==> src/rtl/nano_mem_pkg.sv <==
// ---------------------------------------------------------------------------
// nano_mem_pkg
// Shared types and constants for the NanoCPU program/data memory arbiter.
//   ADDR_W / DATA_W : geometry of the single-port 256x16 memory
//   arb_state_t     : arbiter ownership state
//   owner_t         : last-owner pointer used to break request ties
//   mem_req_t       : one memory access as presented by a master
//   sat_inc16       : saturating 16-bit increment (statistics counters)
// ---------------------------------------------------------------------------
package nano_mem_pkg;

    localparam int ADDR_W = 8;
    localparam int DATA_W = 16;

    typedef enum logic [1:0] {
        IDLE  = 2'd0,
        OWN_A = 2'd1,
        OWN_B = 2'd2
    } arb_state_t;

    typedef enum logic {
        OWNER_A = 1'b0,
        OWNER_B = 1'b1
    } owner_t;

    typedef struct packed {
        logic              we;
        logic [ADDR_W-1:0] addr;
        logic [DATA_W-1:0] wdata;
    } mem_req_t;

    function automatic logic [15:0] sat_inc16(input logic [15:0] v, input logic en);
        return (en && (v != 16'hFFFF)) ? v + 16'd1 : v;
    endfunction

endpackage

==> src/rtl/nano_arb_rr2.sv <==
// ---------------------------------------------------------------------------
// nano_arb_rr2
// Two-way round-robin arbiter with a bounded burst lock.
//
//   state  | meaning
//   -------+--------------------------------------------------------------
//   IDLE   | nobody owns memory; next owner picked from requests/last owner
//   OWN_A  | port A owns memory, burst counter tracks its transfers
//   OWN_B  | port B owns memory, burst counter tracks its transfers
//
// Ports
//   ck_i     in   clock, rising edge
//   rst_n_i  in   asynchronous reset, active-low
//   a_req_i  in   port A request
//   b_req_i  in   port B request
//   a_gnt_o  out  port A owns memory this cycle
//   b_gnt_o  out  port B owns memory this cycle
// ---------------------------------------------------------------------------
module nano_arb_rr2
    import nano_mem_pkg::*;
#(
    parameter int MAX_BURST = 4
) (
    input  logic ck_i,
    input  logic rst_n_i,
    input  logic a_req_i,
    input  logic b_req_i,
    output logic a_gnt_o,
    output logic b_gnt_o
);

    localparam int               CNT_W   = $clog2(MAX_BURST + 1);
    localparam logic [CNT_W-1:0] CNT_MAX = CNT_W'(MAX_BURST);

    arb_state_t       state_q, state_d;
    owner_t           last_q, last_d;
    logic [CNT_W-1:0] burst_q, burst_d;

    logic             own_req;
    logic             oth_req;
    logic [CNT_W-1:0] burst_inc;

    always_ff @(posedge ck_i or negedge rst_n_i) begin
        if (!rst_n_i) begin
            state_q <= IDLE;
            last_q  <= OWNER_B;   // A wins the first tie after reset
            burst_q <= '0;
        end else begin
            state_q <= state_d;
            last_q  <= last_d;
            burst_q <= burst_d;
        end
    end

    always_comb begin
        own_req   = (state_q == OWN_A) ? a_req_i : b_req_i;
        oth_req   = (state_q == OWN_A) ? b_req_i : a_req_i;
        // Saturates so an uncontended owner keeps its grant indefinitely.
        burst_inc = (burst_q == CNT_MAX) ? burst_q : burst_q + CNT_W'(1);
        state_d   = state_q;
        last_d    = last_q;
        burst_d   = burst_q;
        case (state_q)
            IDLE: begin
                burst_d = '0;
                if (a_req_i && (!b_req_i || (last_q == OWNER_B))) begin
                    state_d = OWN_A;
                end else if (b_req_i) begin
                    state_d = OWN_B;
                end
            end
            OWN_A, OWN_B: begin
                if (own_req && !((burst_inc == CNT_MAX) && oth_req)) begin
                    burst_d = burst_inc;
                end else begin
                    // Release: hand straight to the other port if it waits.
                    burst_d = '0;
                    last_d  = (state_q == OWN_A) ? OWNER_A : OWNER_B;
                    if (oth_req) begin
                        state_d = (state_q == OWN_A) ? OWN_B : OWN_A;
                    end else begin
                        state_d = IDLE;
                    end
                end
            end
            default: begin
                state_d = IDLE;
                burst_d = '0;
            end
        endcase
    end

    always_comb begin
        a_gnt_o = (state_q == OWN_A);
        b_gnt_o = (state_q == OWN_B);
    end

endmodule

==> src/rtl/nano_mem_arbiter.sv <==
// ---------------------------------------------------------------------------
// nano_mem_arbiter
// Shares the single-port 256x16 program/data memory between port A (NanoCPU)
// and port B (loader/debug/DMA). Grants are registered; the memory interface
// is muxed combinationally from the granted port while it requests.
//
// Ports
//   ck, rst                  clock (rising edge), async reset active-low
//   a_req/a_we/a_addr/a_wdata port A request, write flag, address, data
//   a_gnt, a_rdata           port A grant and read data
//   b_*                      same set for port B
//   mem_ce/mem_we            memory chip enable / write enable
//   mem_addr/mem_wdata       memory address / write data
//   mem_rdata                memory read data (combinational from mem_addr)
//   a_cnt/b_cnt/wait_cnt     transfer and wait counters (ARB_STATS_EN only)
//
// Build option
//   ARB_STATS_EN : adds saturating 16-bit statistics counters and their ports.
// ---------------------------------------------------------------------------
module nano_mem_arbiter
    import nano_mem_pkg::*;
#(
    parameter int MAX_BURST = 4
) (
    input  logic              ck,
    input  logic              rst,
    input  logic              a_req,
    input  logic              a_we,
    input  logic [ADDR_W-1:0] a_addr,
    input  logic [DATA_W-1:0] a_wdata,
    output logic              a_gnt,
    output logic [DATA_W-1:0] a_rdata,
    input  logic              b_req,
    input  logic              b_we,
    input  logic [ADDR_W-1:0] b_addr,
    input  logic [DATA_W-1:0] b_wdata,
    output logic              b_gnt,
    output logic [DATA_W-1:0] b_rdata,
    output logic              mem_ce,
    output logic              mem_we,
    output logic [ADDR_W-1:0] mem_addr,
    output logic [DATA_W-1:0] mem_wdata,
    input  logic [DATA_W-1:0] mem_rdata
`ifdef ARB_STATS_EN
    ,
    output logic [15:0]       a_cnt,
    output logic [15:0]       b_cnt,
    output logic [15:0]       wait_cnt
`endif
);

    logic     a_xfer;
    logic     b_xfer;
    mem_req_t sel;

    nano_arb_rr2 #(
        .MAX_BURST (MAX_BURST)
    ) u_rr (
        .ck_i    (ck),
        .rst_n_i (rst),
        .a_req_i (a_req),
        .b_req_i (b_req),
        .a_gnt_o (a_gnt),
        .b_gnt_o (b_gnt)
    );

    assign a_xfer = a_gnt & a_req;
    assign b_xfer = b_gnt & b_req;

    // Only an active transfer drives the memory bus; otherwise it rests at zero
    // so an ungranted master never leaks onto mem_*.
    always_comb begin
        sel = '0;
        if (a_xfer) begin
            sel = '{we: a_we, addr: a_addr, wdata: a_wdata};
        end else if (b_xfer) begin
            sel = '{we: b_we, addr: b_addr, wdata: b_wdata};
        end
    end

    assign mem_ce    = a_xfer | b_xfer;
    assign mem_we    = sel.we;
    assign mem_addr  = sel.addr;
    assign mem_wdata = sel.wdata;

    assign a_rdata = a_gnt ? mem_rdata : '0;
    assign b_rdata = b_gnt ? mem_rdata : '0;

`ifdef ARB_STATS_EN
    logic [15:0] a_cnt_q, a_cnt_d;
    logic [15:0] b_cnt_q, b_cnt_d;
    logic [15:0] wait_q, wait_d;

    always_comb begin
        a_cnt_d = sat_inc16(a_cnt_q, a_xfer);
        b_cnt_d = sat_inc16(b_cnt_q, b_xfer);
        // One count per cycle in which at least one master is held off.
        wait_d  = sat_inc16(wait_q, (a_req & ~a_gnt) | (b_req & ~b_gnt));
    end

    always_ff @(posedge ck or negedge rst) begin
        if (!rst) begin
            a_cnt_q <= '0;
            b_cnt_q <= '0;
            wait_q  <= '0;
        end else begin
            a_cnt_q <= a_cnt_d;
            b_cnt_q <= b_cnt_d;
            wait_q  <= wait_d;
        end
    end

    assign a_cnt    = a_cnt_q;
    assign b_cnt    = b_cnt_q;
    assign wait_cnt = wait_q;
`endif

endmodule

==> config.mk <==
export PLATFORM = sky130hd
export DESIGN_NAME = nano_mem_arbiter
export DESIGN_NICKNAME = d
export VERILOG_FILES = /design/src/rtl/nano_mem_pkg.sv /design/src/rtl/nano_arb_rr2.sv /design/src/rtl/nano_mem_arbiter.sv
export SDC_FILE = /design/constraint.sdc
export NUM_CORES = 1
export LEC_CHECK = 0
export CORE_ASPECT_RATIO = 0.6
export CORE_UTILIZATION = 35
export DETAILED_ROUTE_END_ITERATION = 10
export DONT_BUFFER_PORTS = 1
export PLACE_DENSITY = 0.59
export SYNTH_ARGS = -nofsm -noshare
export SYNTH_HDL_FRONTEND = slang
export SYNTH_SLANG_ARGS = --single-unit
==> constraint.sdc <==
create_clock -name ck -period 2.1 [get_ports ck]
set_clock_uncertainty 0.1 [all_clocks]
set_input_delay 0.42 -clock ck [delete_from_list [all_inputs] [get_ports ck]]
set_output_delay 0.42 -clock ck [all_outputs]
set_load 0.05 [all_outputs]
==> results of run 1 <==
-- per-layer routing --
layer	wire length (um)	GRT usage	vias to the layer above
met1	1540	0.270	502
met2	1720	0.363	77
met3	266	0.0410	10
met5	0	0	-
met4	87	0.0588	0
li1	-	-	534
-- critical path, stage by stage (launching register included) --
cell and delay [ns]:
dfrtp_1 0.38, buf_4 0.15, ha_4 0.16, nand2_4 0.07
nor2_4 0.05, buf_4 0.14, buf_16 0.13, a22o_4 0.28
-- cells by family (layout without fill, tap and decap cells) --
group | count (synthesis) | count (layout) | share of synthesized area
compound gates | 41 | 41 | 0.343
buf+inv | 16 | 51 | 0.0877
xor+xnor | 1 | 1 | 0.00841
mux | 2 | 2 | 0.0192
simple gates | 55 | 55 | 0.325
flops | 6 | 6 | 0.145
fa+ha+maj | 6 | 6 | 0.0721
-- worst min path at each step --
stage | startpoint | to | slack, ns | cells past startpoint
2_1_floorplan | rst | u_rr.burst_q[0]$_DFF_PN0_ | 0.02 | 0
3_3_place_gp | rst | u_rr.state_q[1]$_DFFE_PN0P_ | 0.02 | 0
3_5_place_dp | rst | u_rr.state_q[0]$_DFFE_PN0P_ | 0.02 | 0
4_1_cts | b_req | u_rr.last_q$_DFFE_PN1P_ | 0.19 | 1
5_1_grt | b_req | u_rr.last_q$_DFFE_PN1P_ | 0.19 | 1
6_report | b_req | u_rr.last_q$_DFFE_PN1P_ | 0.19 | 1
-- area by class of cell --
class	instances	area, um2	share of cell area
Inverter	6	22.5	0.0130
Sequential cell	6	153	0.0883
Tap cell	40	50.0	0.0289
Timing Repair Buffer	41	387	0.224
Multi-Input combinational cell	105	1070	0.620
Clock buffer	4	45.0	0.0260
-- where the power goes --
group          leakage, nW  switching (mW)  total, mW  internal [mW]
clock               0.0228          0.0479      0.178          0.130
sequential          0.0757          0.0422      0.206          0.164
combinational        0.732            1.55       2.36          0.814
-- registers in the layout (all words and copies together), names as in the netlist --
signal and flops:
u_rr.burst_q 3, u_rr.state_q 2, u_rr.last_q 1
-- per-stage QoR --
step / total power [mW] / area (um2) / worst slack [ns] / TNS (ns) / hold slack [ns]
2_1_floorplan: 2.05 / 1290 / -0.0165 / -0.165 / 0.0244
3_3_place_gp: 2.34 / 1490 / 0.0916 / 0 / 0.0245
3_5_place_dp: 2.36 / 1490 / 0.0311 / 0 / 0.0246
4_1_cts: 2.73 / 1720 / -0.0175 / -0.128 / 0.188
5_1_grt: 2.87 / 1730 / -0.0704 / -1.80 / 0.189
6_report: 2.74 / 1730 / -0.0140 / -0.107 / 0.191
-- layout by cell type (no fill, tap or decap), drive strengths merged --
cell type,synthesis,routed
nand2,7,7
a21o,1,1
buf,4,40
a31o,1,1
nor2,5,5
nor2b,1,1
dfstp,1,1
dlygate4sd3,0,1
xnor2,1,1
clkbuf,6,4
and2b,1,1
or2b,1,1
o22ai,1,1
a22o,25,25
o21ai,3,3
a21oi,6,6
a211oi,1,1
inv,6,6
ha,6,6
a32oi,1,1
or3b,3,3
and2,33,33
nand2b,2,2
dfrtp,5,5
nand3b,1,1
o221a,1,1
or2,1,1
a31oi,1,1
mux2i,2,2
-- timing repair --
item                                    CTS  global route
hold buffers                              1             0
endpoints found under the setup margin   41            43
gates resized for setup                  14             1
gates cloned                              2             0
setup buffers                             7             1
pin swaps                                 8             5
hold endpoints to repair                  6             0
==> impl_metrics.ini, run 1 <==
[outcome]
status = finished with violations
violations = negative setup slack

[floorplan]
core_area_um2 = 2660
dieHeight_um = 44.2
start_util = 0.391
rows = 14
dieArea_um2 = 3200
ios = 130
die_w_um = 72.4

[global_route]
grtUsageTotal = 0.210
grt_start_max_net_pins = 25
grt_pass1_vias = 1092
grt_overflow = 0
antenna_found_initial = 0
grt_first_pass_wirelength_mm = 5.19

[logic_synthesis]
yosys.cell_count.top_type = and2_1
yosys_warnings = 0
ys.flop_type = dfrtp_1
synth_edf_count = 0
yosys.cell_types.count = 34
synthesis.instances = 127
yosysTopAreaCell = a22o_1
syn_nets = 203
synth_commonest_cells = 33 x and2_1, 25 x a22o_1, 7 x nand2_1
synth_seq_cells = 6
synthArstFlopShare = 1.00
avgSynthCellArea_um2 = 8.20
synth_area_leaders = a22o_1 21%, and2_1 20%, dfrtp_1 12%
seq_area_frac_synth = 0.145
synthesis.area_um2 = 1040
synth_top_area_frac = 0.210

[sta]
finalWorstSetupSlack_ns = -0.0140
setup_viol = 12
layout_min_cycle_time_ns = 2.11
rsz0062_at_grt = true
clock.fmax_mhz = 473
max_slew.worst_pin.slew_ns = 0.333
slew_violations = 0
fin_crit_sh = 1.01
final-hold-violation-count = 0
relSlewSlack = 0.778

[detailed_routing]
vias_per_cell = 5.56
wl_per_cell_um = 17.9
num_vias = 1123
totalWireLength_mm = 3.61
final_antenna_net_count = 0
drc = 0
drtIter0Drc = 41
dr.pass1.iters = 4

[critical_path]
critPathKind = reg -> out
reg2reg_to = u_rr.state_q[0]$_DFFE_PN0P_
cp_max_fo = 5
cp-startpoint = u_rr.state_q[1]$_DFFE_PN0P_
endpoint = mem_addr[5]
required_ns = 1.58
crit_path_start_kind = flop
r2r-start = u_rr.state_q[0]$_DFFE_PN0P_
cp-end-kind = output pin
critPathArrivalTime_ns = 1.59
reg2reg_slack_ns = 0.12
r2r_cells = 7

[clocking]
cts_root_buf = clkbuf_8
cts_buffer_depth = 2
cts_sinks = 6
clk_pin_slew_ns = 0.04
htree_levels = 1
insertion_delay_ns = 0.22
cts_tree = yes
cts_buffers = 3

[layout]
antenna_cells = 0
nets = 239
drive_above_1_share = 0.599
syn2layout_area_growth_pct = 66.1
n_fill_cell = 209
final_util = 0.649
final_cells = 202

[placed_design]
portBuffers = 0
dp_hpwl_mm = 2.75
gp_congestion = 0.772
place_inst = 187

[power]
ir_worst_vdd_uv = 875
p_leak_nw = 0.831
pwr_density_cell_nw_per_um2 = 1590

[hold_path]
hp-class = in -> reg

[flow_run]
drv_cap = 0
Power figures use the tool's default switching activity.
==> run 2: changes to the inputs <==
Settings changed: SYNTH_HIERARCHICAL from default to 1.
==> impl_metrics.ini, run 2 <==
[logic_synthesis]
syn_nets = 256
synth_area_leaders = nand3_1 20%, and2_1 16%, dfrtp_1 10%
seq_area_frac_synth = 0.123
synthesis.instances = 180
yosysTopAreaCell = nand3_1
synth_edf_count = 0
synthesis.area_um2 = 1230
ys.flop_type = dfrtp_1
synth_seq_cells = 6
yosys_warnings = 6
avgSynthCellArea_um2 = 6.85
synthArstFlopShare = 1.00
synth_top_area_frac = 0.203
yosys.cell_count.top_type = nand3_1
yosys.cell_types.count = 37
synth_commonest_cells = 50 x nand3_1, 32 x and2_1, 14 x o21ai_1

[layout]
final_cell_mix = 45 x nand3_1, 33 x buf_12, 30 x and2_1
antenna_cells = 0
syn2layout_area_growth_pct = 90.4
nets = 300
final_area_um2 = 2350
top_register = u_rr/burst_q
drive_above_1_share = 0.484
final-seq-area_um2 = 153
n_fill_cell = 237
largest_register_ff_count = 3
multi_input_area_um2 = 1190
final_common_cell = nand3_1
reg_top3 = u_rr/burst_q (3), u_rr/state_q (2), u_rr/last_q (1)

[critical_path]
critical-path-max-stage-delay_ns = 0.44
cp.buffers_inverters = 2
r2r_cells = 5
critPathKind = reg -> out
path_cells = inv_2 -> ha_4 -> buf_12 -> nand3_2 -> o21ai_4
crit_path_start_kind = flop
cp_slowest_cell = dfrtp_2
cp-end-kind = output pin
path_depth = 5
critPathArrivalTime_ns = 1.57
cp_max_fo = 14
crit_family = flip-flops
required_ns = 1.58

[clocking]
cts_buffer_depth = 2
cts_tree = yes
htree_levels = 1
cts_root_buf = clkbuf_8
insertion_delay_ns = 0.22
cts_sinks = 6
clk_pin_slew_ns = 0.04
cts_buffers = 3

[hold_path]
min_delay_path_depth = 3
hp-class = in -> reg

[floorplan]
dieArea_um2 = 3770
ios = 130
rows = 16
core_area_um2 = 3300
start_util = 0.373
dieHeight_um = 48.0
die_w_um = 78.6

[sta]
setup_viol = 0
finalSetupTns_ns = 0
max_slew.worst_pin.slew_ns = 0.379
fin_crit_sh = 0.995
final-hold-violation-count = 0
relSlewSlack = 0.741
layout_min_cycle_time_ns = 2.09
clock.fmax_mhz = 479
rsz0062_at_grt = true
slew_violations = 0

[detailed_routing]
drc = 0
dr.pass1.iters = 4
drtIter0Drc = 46
final_antenna_net_count = 0
vias_per_cell = 5.81
wl_per_cell_um = 18.4
totalWireLength_mm = 4.93
num_vias = 1556

[placed_design]
gp_congestion = 0.881
place_area_um2 = 2170
portBuffers = 0
dp_hpwl_mm = 3.70

[global_route]
grt_overflow = 0
grt_start_max_net_pins = 35
grt_first_pass_wirelength_mm = 6.69
grtUsageTotal = 0.236
antenna_found_initial = 0
grt_pass1_vias = 1305

[power]
pwr_density_cell_nw_per_um2 = 1410
p_leak_nw = 0.919
ir_worst_vdd_uv = 698

[flow_run]
drv_cap = 0

[outcome]
status = finished clean
## run 2: cell types whose count changed after synthesis, moves of 2 or more
cell and change:
o21ai_1 +14, buf_6 +4, nand3_1 +50, o21ai_0 +4
o21ai_2 +5, a22o_1 -25, mux2_2 +2, a21oi_1 -3
clkbuf_1 +5
## run 2: path summary, 6_finish.rpt
kind / slack, ns / end / from
worst max register to register: 0.06 / u_rr/state_q[0]$_DFFE_PN0P_ / u_rr/burst_q[0]$_DFF_PN0_
worst min register to register: 0.41 / u_rr/last_q$_DFFE_PN1P_ / u_rr/last_q$_DFFE_PN1P_
worst max-delay path: 0.01 / mem_addr[3] / u_rr/state_q[0]$_DFFE_PN0P_
worst min-delay path: 0.39 / u_rr/last_q$_DFFE_PN1P_ / a_req
max in group asynchronous: 1.17 / u_rr/last_q$_DFFE_PN1P_ / rst
min in group asynchronous: 0.44 / u_rr/burst_q[1]$_DFF_PN0_ / rst
## run 2: logic make-up after synthesis
logic type      after synthesis  synth area share
compound gates               37             0.208
xor+xnor                      1           0.00710
fa+ha+maj                     6            0.0609
buf+inv                      23             0.101
flops                         6             0.123
mux                           5            0.0466
simple gates                102             0.453
## run 2: where the power goes
group	leakage (nW)	switching, mW	total [mW]	internal [mW]
combinational	0.821	1.78	2.93	1.15
sequential	0.0759	0.0346	0.195	0.161
clock	0.0228	0.0555	0.187	0.131
total	0.919	1.87	3.31	1.44
## run 2: tightest hold or removal path: cells and delay by family
family / cells / cell delay, ns
compound gates: 2 / 0.19
simple gates: 1 / 0.09
## run 2: layer usage
metal  GRT usage  wire [um]
met5           0          0
met3      0.0305        362
met1       0.290       2070
met2       0.450       2480
met4      0.0741         17
## run 2: through the flow
stage | setup WS, ns | hold WS (ns) | std cells | util | power (mW)
2_1_floorplan | -0.0560 | 0.0244 | 180 | - | 2.09
3_3_place_gp | 0.0934 | 0.0246 | 258 | 0.656 | 2.88
3_5_place_dp | 0.0370 | 0.0245 | 258 | 0.656 | 2.95
4_1_cts | 0.0159 | 0.364 | 267 | 0.689 | 3.24
5_1_grt | -0.0425 | 0.395 | 268 | 0.711 | 3.44
6_report | 0.0108 | 0.390 | 268 | 0.711 | 3.31
## run 2: final cells by class
class | instances | share of cell area
Sequential cell | 6 | 0.0650
Multi-Input combinational cell | 152 | 0.509
Inverter | 5 | 0.00799
Timing Repair Buffer | 56 | 0.375
Clock buffer | 4 | 0.0192
Tap cell | 45 | 0.0240
## run 2: what timing repair did
action                                  in CTS  in global routing
hold buffers                                 1                  0
gates resized for setup                      5                 17
buffers inserted                             3                  1
pin swaps                                    5                  6
gates cloned                                 1                  0
hold endpoints to repair                     6                  0
endpoints found under the setup margin      40                 25
